[config.mk]
export PLATFORM = sky130hd
export DESIGN_NAME = alu_ctrl_seq
export DESIGN_NICKNAME = d
export VERILOG_FILES = /design/src/rtl/alu_ctrl_pkg.sv /design/src/rtl/alu_ctrl_decode.sv /design/src/rtl/alu_ctrl_seq.sv
export SDC_FILE = /design/constraint.sdc
export NUM_CORES = 1
export LEC_CHECK = 0
export ABC_AREA = 1
export BUFFER_PORTS_ARGS = -buffer_cell sky130_fd_sc_hd__buf_2
export CAP_MARGIN = 25
export CORE_MARGIN = 2
export CORE_UTILIZATION = 36
export DETAILED_ROUTE_END_ITERATION = 8
export GPL_TIMING_DRIVEN = 0
export PLACE_DENSITY = 0.78
export SETUP_SLACK_MARGIN = 0.15
export SKIP_CTS_REPAIR_TIMING = 1
export SLEW_MARGIN = 20
export SYNTH_ARGS = -nofsm -noshare
export SYNTH_HDL_FRONTEND = slang
export SYNTH_SLANG_ARGS = --single-unit
export TNS_END_PERCENT = 100
[constraint.sdc]
create_clock -name clk -period 1 [get_ports clk]
set_input_delay 0.1 -clock clk [delete_from_list [all_inputs] [get_ports clk]]
set_output_delay 0.1 -clock clk [all_outputs]
set_load 0.02 [all_outputs]
[src/rtl/alu_ctrl_pkg.sv]
// -----------------------------------------------------------------------------
// alu_ctrl_pkg
// Shared constants for the registered ALU control decoder: ALUControl
// encodings, ALUop codes, the R-type opcode, funct7 classes and the FSM
// state type used by alu_ctrl_seq.
// No ports (package).
// -----------------------------------------------------------------------------
package alu_ctrl_pkg;

  // ALUControl encodings
  localparam logic [3:0] ALU_ADD    = 4'b0000;
  localparam logic [3:0] ALU_SUB    = 4'b0001;
  localparam logic [3:0] ALU_AND    = 4'b0010;
  localparam logic [3:0] ALU_OR     = 4'b0011;
  localparam logic [3:0] ALU_XOR    = 4'b0100;
  localparam logic [3:0] ALU_SLT    = 4'b0101;
  localparam logic [3:0] ALU_SLTU   = 4'b0110;
  localparam logic [3:0] ALU_SLL    = 4'b0111;
  localparam logic [3:0] ALU_SRL    = 4'b1000;
  localparam logic [3:0] ALU_SRA    = 4'b1001;
  localparam logic [3:0] ALU_MUL    = 4'b1010;
  localparam logic [3:0] ALU_MULH   = 4'b1011;
  localparam logic [3:0] ALU_MULHSU = 4'b1100;
  localparam logic [3:0] ALU_MULHU  = 4'b1101;
  localparam logic [3:0] ALU_DIV    = 4'b1110;  // funct3[0] picks DIV/DIVU downstream
  localparam logic [3:0] ALU_REM    = 4'b1111;  // funct3[0] picks REM/REMU downstream

  // ALUop codes from the main control decoder
  localparam logic [1:0] ALUOP_MEM    = 2'b00;
  localparam logic [1:0] ALUOP_BRANCH = 2'b01;
  localparam logic [1:0] ALUOP_ARITH  = 2'b10;
  localparam logic [1:0] ALUOP_RSVD   = 2'b11;

  localparam logic [6:0] OP_R = 7'b0110011;

  localparam logic [6:0] F7_BASE   = 7'b0000000;
  localparam logic [6:0] F7_ALT    = 7'b0100000;
  localparam logic [6:0] F7_MULDIV = 7'b0000001;

  typedef enum logic [1:0] {
    ST_IDLE  = 2'b00,
    ST_WAIT  = 2'b01,
    ST_VALID = 2'b10
  } state_e;

  // R-type funct7 values the core understands at all
  function automatic logic is_known_r_funct7(input logic [6:0] f7);
    return (f7 == F7_BASE) || (f7 == F7_ALT) || (f7 == F7_MULDIV);
  endfunction

endpackage

[src/rtl/alu_ctrl_decode.sv]
// -----------------------------------------------------------------------------
// alu_ctrl_decode
// Purely combinational ALUop/op/funct3/funct7 -> ALUControl decode.
// Configuration macro: ALU_CTRL_RV32M_EN (adds RV32M decode and the
// o_is_md / o_is_div outputs; without it M encodings are flagged illegal).
// Ports:
//   i_alu_op   [1:0]  ALUop from the main decoder
//   i_op       [6:0]  opcode
//   i_funct3   [2:0]  funct3
//   i_funct7   [6:0]  funct7
//   o_alu_ctrl [3:0]  decoded ALUControl
//   o_illegal         unsupported combination (ALUControl forced to ADD)
//   o_is_md           M-extension op (RV32M build only)
//   o_is_div          DIV/REM family, selects the div latency (RV32M build only)
// -----------------------------------------------------------------------------
module alu_ctrl_decode
  import alu_ctrl_pkg::*;
(
  input  logic [1:0] i_alu_op,
  input  logic [6:0] i_op,
  input  logic [2:0] i_funct3,
  input  logic [6:0] i_funct7,
  output logic [3:0] o_alu_ctrl,
  output logic       o_illegal
`ifdef ALU_CTRL_RV32M_EN
  ,
  output logic       o_is_md,
  output logic       o_is_div
`endif
);

  logic w_r_type;

  assign w_r_type = (i_op == OP_R);

  // Decode table; the M check comes first because funct7=0000001 would
  // otherwise fall into the base-integer funct3 table.
  always_comb begin
    o_alu_ctrl = ALU_ADD;
    o_illegal  = 1'b0;
`ifdef ALU_CTRL_RV32M_EN
    o_is_md    = 1'b0;
    o_is_div   = 1'b0;
`endif
    case (i_alu_op)
      ALUOP_MEM:    o_alu_ctrl = ALU_ADD;
      ALUOP_BRANCH: o_alu_ctrl = ALU_SUB;
      ALUOP_ARITH: begin
        if (w_r_type && (i_funct7 == F7_MULDIV)) begin
`ifdef ALU_CTRL_RV32M_EN
          o_is_md  = 1'b1;
          o_is_div = i_funct3[2];
          case (i_funct3)
            3'b000:  o_alu_ctrl = ALU_MUL;
            3'b001:  o_alu_ctrl = ALU_MULH;
            3'b010:  o_alu_ctrl = ALU_MULHSU;
            3'b011:  o_alu_ctrl = ALU_MULHU;
            3'b100:  o_alu_ctrl = ALU_DIV;
            3'b101:  o_alu_ctrl = ALU_DIV;
            default: o_alu_ctrl = ALU_REM;
          endcase
`else
          o_illegal = 1'b1;
`endif
        end else if (w_r_type && !is_known_r_funct7(i_funct7)) begin
          o_illegal = 1'b1;
        end else begin
          case (i_funct3)
            // I-type addi has op[5]=0, so a stray funct7[5] never makes it SUB
            3'b000:  o_alu_ctrl = ({i_op[5], i_funct7[5]} == 2'b11) ? ALU_SUB : ALU_ADD;
            3'b001:  o_alu_ctrl = ALU_SLL;
            3'b010:  o_alu_ctrl = ALU_SLT;
            3'b011:  o_alu_ctrl = ALU_SLTU;
            3'b100:  o_alu_ctrl = ALU_XOR;
            3'b101:  o_alu_ctrl = i_funct7[5] ? ALU_SRA : ALU_SRL;
            3'b110:  o_alu_ctrl = ALU_OR;
            3'b111:  o_alu_ctrl = ALU_AND;
            default: o_alu_ctrl = ALU_ADD;
          endcase
        end
      end
      ALUOP_RSVD: o_illegal = 1'b1;
      default:    o_illegal = 1'b1;
    endcase
  end

endmodule

[src/rtl/alu_ctrl_seq.sv]
// -----------------------------------------------------------------------------
// alu_ctrl_seq
// Registered, valid/ready-handshaked ALU control decoder. Non-M ops complete
// in one cycle; M ops stall in WAIT for MUL_LAT/DIV_LAT cycles while a
// one-cycle md_start strobe kicks the iterative mul/div unit.
// Configuration macro: ALU_CTRL_RV32M_EN (without it there is no WAIT state
// or counter, md_start/busy are tied low and MUL_LAT/DIV_LAT are ignored).
// Ports:
//   clk, rst           clock (rising edge), async active-low reset
//   in_valid/in_ready  request handshake
//   ALUop, op, funct3, funct7   instruction fields to decode
//   out_valid/out_ready         result handshake
//   ALUControl, illegal         registered result, qualified by out_valid
//   md_start           one-cycle start strobe to the mul/div unit
//   busy               high while waiting on the mul/div unit
// -----------------------------------------------------------------------------
module alu_ctrl_seq
  import alu_ctrl_pkg::*;
#(
  parameter int MUL_LAT = 4,
  parameter int DIV_LAT = 32
) (
  input  logic       clk,
  input  logic       rst,
  input  logic       in_valid,
  output logic       in_ready,
  input  logic [1:0] ALUop,
  input  logic [6:0] op,
  input  logic [2:0] funct3,
  input  logic [6:0] funct7,
  output logic       out_valid,
  input  logic       out_ready,
  output logic [3:0] ALUControl,
  output logic       md_start,
  output logic       illegal,
  output logic       busy
);

  state_e     r_state;
  logic       r_out_valid;
  logic [3:0] r_alu_ctrl;
  logic       r_illegal;
  logic [3:0] w_dec_ctrl;
  logic       w_dec_illegal;
  logic       w_accept;

`ifdef ALU_CTRL_RV32M_EN
  localparam int MAX_LAT = (MUL_LAT > DIV_LAT) ? MUL_LAT : DIV_LAT;
  localparam int CNT_W   = $clog2(MAX_LAT) + 1;
  localparam logic [CNT_W-1:0] MUL_LOAD = CNT_W'(MUL_LAT - 1);
  localparam logic [CNT_W-1:0] DIV_LOAD = CNT_W'(DIV_LAT - 1);

  logic             w_dec_md;
  logic             w_dec_div;
  logic [CNT_W-1:0] r_cnt;
  logic             r_md_start;
  logic             r_busy;
`endif

  alu_ctrl_decode u_decode (
    .i_alu_op   (ALUop),
    .i_op       (op),
    .i_funct3   (funct3),
    .i_funct7   (funct7),
    .o_alu_ctrl (w_dec_ctrl),
    .o_illegal  (w_dec_illegal)
`ifdef ALU_CTRL_RV32M_EN
    ,
    .o_is_md    (w_dec_md),
    .o_is_div   (w_dec_div)
`endif
  );

  // VALID accepts only when its own result leaves on the same edge
  assign in_ready   = rst & ((r_state == ST_IDLE) | ((r_state == ST_VALID) & out_ready));
  assign w_accept   = in_valid & in_ready;
  assign out_valid  = r_out_valid;
  assign ALUControl = r_alu_ctrl;
  assign illegal    = r_illegal;

`ifdef ALU_CTRL_RV32M_EN
  // Gated by rst so the strobe drops in the same instant reset asserts
  assign md_start = r_md_start & rst;
  assign busy     = r_busy;
`else
  assign md_start = 1'b0;
  assign busy     = 1'b0;
`endif

  // Control FSM, stall counter and output registers
  always_ff @(posedge clk or negedge rst) begin
    if (!rst) begin
      r_state     <= ST_IDLE;
      r_out_valid <= 1'b0;
      r_alu_ctrl  <= ALU_ADD;
      r_illegal   <= 1'b0;
`ifdef ALU_CTRL_RV32M_EN
      r_cnt       <= '0;
      r_md_start  <= 1'b0;
      r_busy      <= 1'b0;
`endif
    end else if (w_accept) begin
      // Accept is only possible from IDLE or a draining VALID
      r_alu_ctrl <= w_dec_ctrl;
      r_illegal  <= w_dec_illegal;
`ifdef ALU_CTRL_RV32M_EN
      if (w_dec_md) begin
        r_state     <= ST_WAIT;
        r_out_valid <= 1'b0;
        r_md_start  <= 1'b1;
        r_busy      <= 1'b1;
        r_cnt       <= w_dec_div ? DIV_LOAD : MUL_LOAD;
      end else
`endif
      begin
        r_state     <= ST_VALID;
        r_out_valid <= 1'b1;
      end
    end else begin
      case (r_state)
`ifdef ALU_CTRL_RV32M_EN
        ST_WAIT: begin
          r_md_start <= 1'b0;
          // Loaded only on WAIT entry and left at 0 on exit, so it never wraps
          if (r_cnt == '0) begin
            r_state     <= ST_VALID;
            r_out_valid <= 1'b1;
            r_busy      <= 1'b0;
          end else begin
            r_cnt <= r_cnt - CNT_W'(1);
          end
        end
`endif
        ST_VALID: begin
          if (out_ready) begin
            r_state     <= ST_IDLE;
            r_out_valid <= 1'b0;
          end else begin
            r_state <= ST_VALID;
          end
        end
        default: r_state <= ST_IDLE;
      endcase
    end
  end

endmodule

==> reports/metrics.yaml <==
sta:
  layout_setup_ws_ns: -0.0949
  period_needed_ns: 1.09
  hold_viol_final: 0
  rsz0062_at_grt: "yes"
  max_freq_mhz: 913
  maxSlewViolCount: 0
  skew_ns: 0.00320
  finalCritPeriodShare_pct: 109
  finalSetupViolCount: 2
  fin_setup_tns_ns: -0.138
setup_path:
  slowest_delay_ns: 0.38
  arrival_ns: 0.99
  crit_slowest_cell: "dfrtp_1"
  worstSetupPathType: "reg -> out"
  cp_max_fo: 3
  cp.required_ns: 0.90
  start_kind: "flop"
  cp-end-kind: "output port"
  worstPathCellList: "nand2_2 > and2_4 > buf_6"
power_and_ir_drop:
  power.density_nw_per_um2: 1100
  pwr-share-clk_pct: 28.4
  fin_total_pwr_w: 0.000879
  p_seq_share_pct: 38.2
  p_leak_nw: 0.471
  combPwrFrac_pct: 33.4
  power.switching_w: 0.000264
  switching_share_pct: 30.0
  p_int_w: 0.000615
  peakVddDrop_mv: 0.345
detailed_routing:
  routed_via_density: 4.44
  detail_route.wl_per_cell_um: 8.76
  ant_nets: 0
  drtPass1Iterations: 4
  drtIter0Drc: 3
  detail_route.drc_violations: 0
  wirelength_um: 1110
  via_count: 564
cells_and_area:
  drive_gt1_share_pct: 40.2
  antenna_cells: 0
  nFillCells: 125
  layout.nets: 139
  syn2layout_area_growth_pct: 56.0
clock_tree:
  cts.htree.levels: 1
  clkTransAtPathRegs_ns: 0.05
  cts-root-buf: "clkbuf_4"
  clock_latency_ns: 0.25
  cts_tree: "built"
  clk_path_buf_depth: 2
  cts.sink_count: 7
  cts_buffers: 3
floorplan:
  core_area_sq_um: 1320
  die_x_um: 41.7
  die_h_um: 41.7
  die_area_sq_um: 1740
  rows: 13
  initial_core_util_pct: 38.8
  ios: 32
yosys:
  syn-cell-area_sq_um: 512
  seq_area_frac_synth_pct: 34.2
  synth-seq-cells: 7
  synth_cell_types: 19
  synth_cells: 72
  yosys_warnings: 0
  avgSynthCellArea_sq_um: 7.11
grt:
  antenna_found_initial: 0
  grtUsageMet1_pct: 17.3
  grt_use_total_pct: 13.7
  grt_busiest_layer: "met2"
  grt.overflow.total: 0
  global_route.usage.met2_pct: 21.3
  grt_pass1_wl_um: 1900
  grt_util_met3_pct: 3.48
  grt_max_degree: 11
  grt_pass1_vias: 491
placed_design:
  io_buffers: 29
  gp_congestion: 0.788
  dp_hpwl_um: 891
min_path:
  worstHoldPathType: "in -> reg"
outcome:
  violations: "negative setup slack"
  status: "finished with violations"
job:
  cap_violations: 0
-- synth_stat cells --
cell type	n	area (sq um)
nand3_1	8	40.0
nor2_1	7	26.3
conb_1	1	3.75
ha_1	3	37.5
nand3_4	1	17.5
a21oi_2	1	8.76
nor3_1	2	10.0
a21oi_1	1	5.00
xnor2_1	1	8.76
dfrtp_1	7	175
nor2_4	1	11.3
nand2_2	1	6.26
inv_1	10	37.5
buf_4	2	15.0
o21ai_0	1	5.00
nand3b_1	1	7.51
and2_2	1	7.51
nor2_2	1	6.26
nand2_1	22	82.6
-- metrics by stage --
step	cell area (sq um)	instances	worst slack, ns	utilization [%]	hold slack, ns
floorplan	515	73	0.0520	-	-0.196
global placement	679	117	-0.0276	51.6	-0.0422
detailed placement	679	117	-0.0435	51.6	-0.0392
CTS	706	121	-0.135	53.6	-0.309
global route	798	127	-0.145	60.6	0.135
finish	798	127	-0.0949	60.6	0.134
-- layer usage --
metal | up-vias | part of all wire [%]
met5 | - | 0
met4 | 0 | 0
met3 | 0 | 5.9
met2 | 18 | 51
met1 | 246 | 43
li1 | 300 | -
-- registers in the layout, summed over array words and instances (netlist names) --
register,count
ALUControl,4
illegal,1
out_valid,1
r_state,1
-- kinds of logic (layout without fill, tap and decap cells) --
logic type / after synthesis / in the layout / share of synthesized area [%]
AOI/OAI and AO/OA: 3 / 3 / 3.67
xor gates and xnor gates: 1 / 1 / 1.71
adders and majority gates: 3 / 3 / 7.34
buffers and inverters: 12 / 51 / 10.3
DFF: 7 / 7 / 34.2
other: 1 / 2 / 0.733
and+or+nand+nor: 45 / 45 / 42.1
-- cell usage in the layout (no fill, tap or decap), drive strengths merged --
cell type / instances
and2: 1
conb: 2
nor3: 2
buf: 36
nand3: 9
ha: 3
a21oi: 2
dlygate4sd3: 1
o21ai: 1
inv: 10
xnor2: 1
nand2: 23
dfrtp: 7
nand3b: 1
clkbuf: 4
nor2: 9
-- area by class of cell --
class	instances	area, sq um	area share (%)
Timing Repair Buffer	35	236	29.6
Inverter	10	37.5	4.70
Tap cell	15	18.8	2.35
Clock buffer	4	26.3	3.29
Buffer	2	15.0	1.88
Multi-Input combinational cell	54	289	36.2
Sequential cell	7	175	21.9
-- worst paths after layout --
path	start	end	slack, ns	cells past startpoint
setup / recovery	r_state[1]	in_ready	-0.09	3
hold / removal	out_ready	out_valid	0.13	4
setup reg to reg	r_state[1]	ALUControl[0]	-0.04	6
hold reg to reg	out_valid	out_valid	0.52	2
max in group asynchronous	rst	r_state[1]	0.43	2
min in group asynchronous	rst	ALUControl[3]	0.33	2
-- critical path: cells and delay by family, from the launching register on --
| family | cells | cell delay (ns) |
|---|---|---|
| AND/OR/NAND/NOR | 2 | 0.27 |
| flip-flops | 1 | 0.38 |
| buffers and inverters | 1 | 0.10 |
-- power by group through the flow --
stage          combinational (W)  sequential (W)  clock (W)
2_1_floorplan           0.000107        0.000365          0
3_3_place_gp            0.000232        0.000332          0
3_5_place_dp            0.000239        0.000334          0
4_1_cts                 0.000239        0.000329   0.000261
5_1_grt                 0.000325        0.000338   0.000285
6_report                0.000293        0.000336   0.000250
No activity file was read; power rests on OpenSTA's default activity.
